==> src/rtl/mem_arbiter_2x1.sv <==
// Round-robin 2:1 arbiter for a native valid/ready memory port with a hung-bus watchdog.
// Latency: s_valid one cycle after grant; master ready is combinational from s_ready; the owner stalls until s_ready or timeout.
module mem_arbiter_2x1 #(
    parameter int              ADDR_W   = 32,
    parameter int              DATA_W   = 32,
    parameter int              TIMEOUT  = 256,
    parameter logic [DATA_W-1:0] ERR_DATA = 32'hDEAD_BEEF
) (
    input  logic                clk,
    input  logic                reset,

    input  logic                m0_valid,
    input  logic                m0_instr,
    input  logic [ADDR_W-1:0]   m0_addr,
    input  logic [DATA_W-1:0]   m0_wdata,
    input  logic [DATA_W/8-1:0] m0_wstrb,
    output logic                m0_ready,
    output logic [DATA_W-1:0]   m0_rdata,

    input  logic                m1_valid,
    input  logic                m1_instr,
    input  logic [ADDR_W-1:0]   m1_addr,
    input  logic [DATA_W-1:0]   m1_wdata,
    input  logic [DATA_W/8-1:0] m1_wstrb,
    output logic                m1_ready,
    output logic [DATA_W-1:0]   m1_rdata,

    output logic                s_valid,
    output logic                s_instr,
    output logic [ADDR_W-1:0]   s_addr,
    output logic [DATA_W-1:0]   s_wdata,
    output logic [DATA_W/8-1:0] s_wstrb,
    input  logic                s_ready,
    input  logic [DATA_W-1:0]   s_rdata,

    output logic                grant,
    output logic                busy,
    output logic                timeout_pulse,
    output logic [7:0]          timeout_count
);

    localparam int STRB_W = DATA_W / 8;
    localparam int CNT_W  = (TIMEOUT > 2) ? $clog2(TIMEOUT) : 1;
    localparam logic [CNT_W-1:0] CNT_LAST = (TIMEOUT > 0) ? CNT_W'(TIMEOUT - 1) : '0;

    typedef struct packed {
        logic              instr;
        logic [ADDR_W-1:0] addr;
        logic [DATA_W-1:0] wdata;
        logic [STRB_W-1:0] wstrb;
    } req_t;

    typedef enum logic {
        IDLE = 1'b0,
        BUSY = 1'b1
    } state_t;

    state_t           state;
    state_t           state_nxt;
    req_t             req_q;
    req_t             win_req;
    logic             last_grant;
    logic             win;
    logic             any_vld;
    logic             wd_fire;
    logic             done;
    logic [CNT_W-1:0] wd_cnt;
    logic [DATA_W-1:0] rsp_dat;

    // Arbitration: a tie goes to the master that did not win last time.
    always_comb begin
        any_vld = m0_valid | m1_valid;
        win     = (m0_valid && m1_valid) ? ~last_grant : m1_valid;
        win_req = win ? req_t'{m1_instr, m1_addr, m1_wdata, m1_wstrb}
                      : req_t'{m0_instr, m0_addr, m0_wdata, m0_wstrb};
    end

    // A real s_ready in the last watchdog cycle wins over the timeout.
    always_comb begin
        wd_fire = (TIMEOUT > 0) && (state == BUSY) && !s_ready && (wd_cnt == CNT_LAST);
        done    = (state == BUSY) && (s_ready || wd_fire);
    end

    always_ff @(posedge clk or posedge reset) begin
        if (reset) begin
            state <= IDLE;
        end else begin
            state <= state_nxt;
        end
    end

    always_comb begin
        state_nxt = state;
        case (state)
            IDLE: if (any_vld) state_nxt = BUSY;
            BUSY: if (done)    state_nxt = IDLE;
            default:           state_nxt = IDLE;
        endcase
    end

    always_ff @(posedge clk or posedge reset) begin
        if (reset) begin
            req_q         <= '0;
            s_valid       <= 1'b0;
            busy          <= 1'b0;
            grant         <= 1'b0;
            last_grant    <= 1'b1;
            wd_cnt        <= '0;
            timeout_count <= 8'd0;
        end else begin
            if (state == IDLE && any_vld) begin
                req_q      <= win_req;
                s_valid    <= 1'b1;
                busy       <= 1'b1;
                grant      <= win;
                last_grant <= win;
                wd_cnt     <= '0;
            end else if (done) begin
                s_valid    <= 1'b0;
                busy       <= 1'b0;
                wd_cnt     <= '0;
            end else if (state == BUSY) begin
                wd_cnt     <= wd_cnt + 1'b1;
            end
            if (wd_fire && timeout_count != 8'hFF) begin
                timeout_count <= timeout_count + 8'd1;
            end
        end
    end

    assign s_instr       = req_q.instr;
    assign s_addr        = req_q.addr;
    assign s_wdata       = req_q.wdata;
    assign s_wstrb       = req_q.wstrb;
    assign timeout_pulse = wd_fire;

    // Only the owner sees the response; everyone else reads zero.
    assign rsp_dat  = wd_fire ? ERR_DATA : s_rdata;
    assign m0_ready = done && !grant;
    assign m1_ready = done && grant;
    assign m0_rdata = m0_ready ? rsp_dat : '0;
    assign m1_rdata = m1_ready ? rsp_dat : '0;

endmodule
==> config.mk <==
export PLATFORM = sky130hd
export DESIGN_NAME = mem_arbiter_2x1
export DESIGN_NICKNAME = d
export VERILOG_FILES = /design/src/rtl/mem_arbiter_2x1.sv
export SDC_FILE = /design/constraint.sdc
export NUM_CORES = 1
export LEC_CHECK = 0
export ABC_AREA = 1
export CAP_MARGIN = 25
export CELL_PAD_IN_SITES_DETAIL_PLACEMENT = 0
export CELL_PAD_IN_SITES_GLOBAL_PLACEMENT = 1
export CORE_AREA = 4 4 123 125
export DETAILED_ROUTE_END_ITERATION = 8
export DIE_AREA = 0 0 127 129
export DONT_BUFFER_PORTS = 1
export PLACE_DENSITY = 0.77
export SKIP_CTS_REPAIR_TIMING = 1
export SLEW_MARGIN = 20
export SYNTH_ARGS = -nofsm -noshare
export SYNTH_HDL_FRONTEND = slang
export SYNTH_SLANG_ARGS = --single-unit
==> constraint.sdc <==
create_clock -name clk -period 3.5 [get_ports clk]
set_clock_uncertainty 0.05 [all_clocks]
set_input_delay 0.525 -clock clk [delete_from_list [all_inputs] [get_ports clk]]
set_output_delay 0.525 -clock clk [all_outputs]
set_load 0.01 [all_outputs]
==> results of run 1 <==
==> logic make-up (layout without fill, tap and decap cells) <==
logic type,count (synthesis),after routing,share of synthesized area [%]
buffers and inverters,90,66,8.11
AO/OA/AOI/OAI,75,75,9.81
flip-flops,89,89,45.8
adder cells (fa/ha/maj),2,2,0.515
XOR/XNOR,5,5,0.901
AND/OR/NAND/NOR,401,401,34.8
==> layout by cell type (no fill, tap or decap), drive strengths merged <==
master    synthesis  final
a21oi             2      2
a31oi            69     69
buf              25      4
bufinv            0      2
clkbuf           17      9
clkinv            1      2
clkinvlp          0      1
dfrtp            88     88
dfstp             1      1
ha                2      2
inv              47     48
nand2           203    203
nand3            15     15
nand4            21     21
nor2            160    160
nor3              1      1
nor4              1      1
o21ai             4      4
xor2              5      5
==> routing by layer <==
layer	part of all wire (%)	wire (um)
met1	35	5140
met2	50	7380
met3	12	1720
met4	2.7	392
met5	0.089	13
==> state kept, by name (all words and copies together) (netlist names) <==
| register | count |
|---|---|
| s_addr | 32 |
| s_wdata | 32 |
| timeout_count | 8 |
| wd_cnt | 8 |
| s_wstrb | 4 |
| busy | 1 |
| grant | 1 |
| last_grant | 1 |
| s_instr | 1 |
| state | 1 |
==> area by class of cell <==
cell class | count | area (sq um) | share of cell area, %
Tap cell | 180 | 225 | 4.30
Sequential cell | 89 | 2230 | 42.6
Clock buffer | 9 | 225 | 4.30
Clock inverter | 5 | 81.3 | 1.55
Inverter | 48 | 185 | 3.54
Multi-Input combinational cell | 483 | 2250 | 42.9
Timing Repair Buffer | 4 | 42.5 | 0.812
==> how the worst max path moves through the flow <==
| stage | start | end | cells after the start |
|---|---|---|---|
| final | state$_DFF_PP0_ | m1_rdata[15] | 6 |
| after global routing | state$_DFF_PP0_ | m1_rdata[6] | 6 |
| after CTS | state$_DFF_PP0_ | m1_rdata[6] | 6 |
| after detailed placement | state$_DFF_PP0_ | m1_rdata[6] | 6 |
| after global placement | state$_DFF_PP0_ | m1_rdata[6] | 6 |
| after floorplan | reset | busy$_DFFE_PP0P_ | 1 |
==> per-stage QoR <==
step / power, W / hold slack [ps]
5_1_grt: 0.00326 / 225
4_1_cts: 0.00313 / 185
3_3_place_gp: 0.00207 / 430
2_1_floorplan: 0.00194 / 411
6_report: 0.00308 / 115
3_5_place_dp: 0.00210 / 431
==> power groups by stage <==
stage               Sequential (W)  Clock (W)  Combinational, W
floorplan                  0.00146          0          0.000482
global placement           0.00155          0          0.000521
detailed placement         0.00155          0          0.000545
CTS                        0.00154    0.00105          0.000542
global route               0.00155    0.00109          0.000612
finish                     0.00153    0.00102          0.000531
==> worst max-delay path: cells and delay by family (launching register included) <==
family	cells	cell delay, ps
buf+inv	1	300
simple gates	5	850
flops	1	800
==> out/qor.txt, run 1 <==
Status: finished clean
Post-DR wirelength/cell: 17.9 um
Fin crit period: 2880 ps
Crit path max fanout: 24
GPL Wtd Cong: 0.876
Via Count: 4353
F_max: 347 MHz
Setup TNS: 0 ps
Seq/Total Area, Yosys: 45.8%
Nets: 812
Clock transition at path regs: 70 ps
Max Root-Sink Buffers: 2
Worst Setup End Kind: primary output
Clk pwr share: 33.1%
Max-slew violations: 0
DRC Markers: 0
Slew headroom: 45.1%
HP Class: input pin to asynchronous set/reset pin
GR Overflow Total: 0
Clock root buffer master: clkbuf_16
Share of post-route cells with drive strength above 1: 9.56%
WS Path Type: flop to primary output
Share of power burned in registers: 49.6%
Top cells by count, synth: 199 x nand2_1, 129 x nor2_1, 88 x dfrtp_1
YS warnings: 0
Initial antenna violation count: 1
Post-route insts no fill: 818
First-pass iteration count of the detailed router: 7
Initial core utilization: 35.0%
Post-DP HPWL: 11.2 mm
CTS tree: done
Die H: 129 um
Vias in the first global route: 4189
Synth async-reset ratio: 100%
DP Cell Count: 804
Clk Latency, worst-skew pair: 340 ps
Pin count of the biggest net entering global routing: 90
# Max-Cap Violations: 0
Share of the core filled with cells: 37.7%
Iter 0 DRT Violations: 239
EDFF count, synth: 0
Area leader, netlist: dfrtp_1
ANT nets after route: 0
Die area: 16400 sq um
CTS Buf Count: 9
Reg2reg setup slack: 1580 ps
Fill cells: 1444
GRT met3 Usage: 7.68%
First-pass GRT wire length: 22.0 mm
Busiest grt layer: met2
Post-Syn Nets: 839
FF-to-FF End: s_addr[1]$_DFFE_PP0P_
Critical R2R Launch: state$_DFF_PP0_
Yosys cell types: 26
Worst Setup Start Kind: flop
Die width: 127 um
R2r worst-path depth: 3
Core area: 13900 sq um
Slowest cell delay on critical path: 800 ps
Worst Tran Pin Value: 824 ps
Vias per inst: 5.32
WL final: 14.6 mm
# rows: 43
PortBufs: 0
Worst path required time: 2920 ps
Arrival time worst endpoint: 2300 ps
CTS Sinks: 89
Tcrit/Tclk final: 82.2%
Met2 Use GR: 29.9%
# diodes: 0
Final worst setup slack: 622 ps
Area delta synth->final: 7.72%
Leak pwr: 2.45 nW
Synth top area share: 45.3%
Yosys reg bits: 89
Area after DPL: 4930 sq um
GR Util met1: 17.6%
Crit-path slowest cell: dfrtp_1
Post-Synthesis Cell Area: 4860 sq um
Setup violators final: 0
Post-Syn Instances: 662
Synth top area cells: dfrtp_1 45%, nand2_1 15%, nor2_1 10%, a31oi_1 8.9%, nor2_2 3.7%
Cell Pwr Density: 588 nW/um^2
Switching portion of total power: 34.0%
GRT Total Usage: 16.9%
Peak VDD IR: 0.254 mV
RSZ-0062 raised after global routing: false
Ys flop type: dfrtp_1
Average size of a mapped cell: 7.34 sq um
Final Hold Vio Count: 0
Design area: 5240 sq um
Most frequent cell after synthesis: nand2_1
Combinational fraction of design power: 17.2%
CP cell instances: nand2_1 -> nor3_1 -> nand2_1 -> inv_2 -> nor2_1 -> nor2_1
Net switching power: 0.00105 W
Internal power: 0.00203 W
H-tree depth: 3
Ports: 322
Pre-CTS setup slack: 1000 ps
(Power assumes the default switching activity.)
==> run 2, diff against run 1 <==
Clock period 3.5 ns to 2.65 ns, I/O delays scaled along.
==> out/qor.txt, run 2 (synthesis results as in run 1) <==
# rows: 43 (unchanged)
F_max: 397 MHz
RSZ-0062 raised after global routing: false
Most frequent cells in the layout: 198 x nand2_1, 129 x nor2_1, 88 x dfrtp_1, 69 x a31oi_1, 43 x inv_1
Max-slew violations: 0 (unchanged)
Final Hold Vio Count: 0 (unchanged)
Fin crit period: 2520 ps
Iter 0 DRT Violations: 245 (+2.5%)
CTS Sinks: 89 (unchanged)
Die H: 129 um (unchanged)
Ports: 322 (unchanged)
Slew headroom: 51.4% (+6.4 points)
Hold slack: 151 ps (+35.9 ps)
Final worst setup slack: 134 ps (-488 ps)
Share of the core filled with cells: 38.0% (+0.32 points)
Post-DR wirelength/cell: 17.0 um (-5.0%)
Fill cells: 1408 (-2.5%)
Most common cell after layout, fill and taps aside: nand2_1
First-pass iteration count of the detailed router: 4 (-3)
Vias per inst: 5.24 (-1.5%)
# Max-Cap Violations: 0 (unchanged)
Setup TNS: 0 ps (unchanged)
Leak pwr: 2.47 nW (+0.75%)
Initial antenna violation count: 0 (-1)
DRC Markers: 0 (unchanged)
Worst Setup End Kind: primary output
Pin count of the biggest net entering global routing: 142 (+58%)
Max Root-Sink Buffers: 2 (unchanged)
Worst path required time: 2200 ps (-720 ps)
CTS tree: done
Die width: 127 um (unchanged)
Clk Latency, worst-skew pair: 340 ps (about the same)
GR Overflow Total: 0 (unchanged)
WL final: 14.0 mm (-4.2%)
R2r worst-path depth: 5 (+2)
Setup violators final: 0 (unchanged)
Hold path depth: 2
Initial core utilization: 35.0% (unchanged)
Worst Setup Start Kind: flop
Cell Pwr Density: 738 nW/um^2 (+26%)
GPL Wtd Cong: 0.808 (-7.7%)
WS Path Type: flop to primary output
H-tree depth: 3 (unchanged)
First-pass GRT wire length: 21.2 mm (-3.8%)
Tcrit/Tclk final: 94.9%
HP Class: input pin to flop
Worst Tran Pin Value: 722 ps (-102 ps)
Die area: 16400 sq um (unchanged)
Core area: 13900 sq um (unchanged)
ANT nets after route: 0 (unchanged)
Vias in the first global route: 4122 (-1.6%)
CTS Buf Count: 9 (unchanged)
Pre-CTS setup slack: 488 ps (-512 ps)
GRT Total Usage: 16.2% (-0.75 points)
Peak VDD IR: 0.298 mV (+17%)
Post-DP HPWL: 10.7 mm (-4.5%)
Arrival time worst endpoint: 2070 ps (-230 ps)
Nets: 817 (+0.62%)
Status: finished clean
Clock root buffer master: clkbuf_16
Crit path max fanout: 25 (+4.2%)
# diodes: 0 (unchanged)
Via Count: 4323 (-0.69%)
Area delta synth->final: 8.65%
Clock transition at path regs: 60 ps (about the same)
Share of post-route cells with drive strength above 1: 10.2% (+0.67 points)
PortBufs: 0 (unchanged)
==> run 2: path summary, 6_finish.rpt <==
path	start	to	slack, ps
setup / recovery	wd_cnt[0]$_DFFE_PP0P_	m0_rdata[31]	130
hold / removal	m1_addr[12]	s_addr[12]$_DFFE_PP0P_	150
setup reg to reg	last_grant$_DFFE_PP1P_	s_addr[13]$_DFFE_PP0P_	920
hold reg to reg	last_grant$_DFFE_PP1P_	last_grant$_DFFE_PP1P_	440
max in group asynchronous	reset	s_wdata[22]$_DFFE_PP0P_	1370
min in group asynchronous	reset	timeout_count[0]$_DFFE_PP0P_	440
==> run 2: cell type report <==
type                       instances  area [sq um]  area share (%)
tap                              180           225            4.26
multi-input combinational        483          2250            42.6
inverter                          48           185            3.51
sequential                        89          2230            42.2
clock inverter                     5          31.3           0.592
timing repair buffer               9           120            2.27
clock buffer                      11           243            4.60
==> run 2: critical path, cell delays in order (launching register included) <==
cell     delay (ps)
dfrtp_1         380
ha_1            270
nand2_2         100
nor2_4          130
nand2_4          80
a21oi_4         220
nand2_4         260
nor2_1          280
==> run 2: routing by layer <==
metal,GRT usage (%),share of wire (%)
met5,0,0
met1,17.2,36
met4,6.56,1.9
met3,5.44,9.3
met2,29.5,52
==> run 2: metrics by stage <==
stage,cells,total power (W),area (sq um)
2_1_floorplan,662,0.00256,4860
3_3_place_gp,806,0.00274,4960
3_5_place_dp,807,0.00278,4980
4_1_cts,823,0.00396,5250
5_1_grt,825,0.00414,5280
6_report,825,0.00390,5280
==> run 2: where the power goes <==
part,total (W),switching (W),internal [W]
Clock,0.00117,0.000511,0.000658
Combinational,0.000736,0.000486,0.000250
Sequential,0.00199,0.000360,0.00163
Total,0.00390,0.00136,0.00254
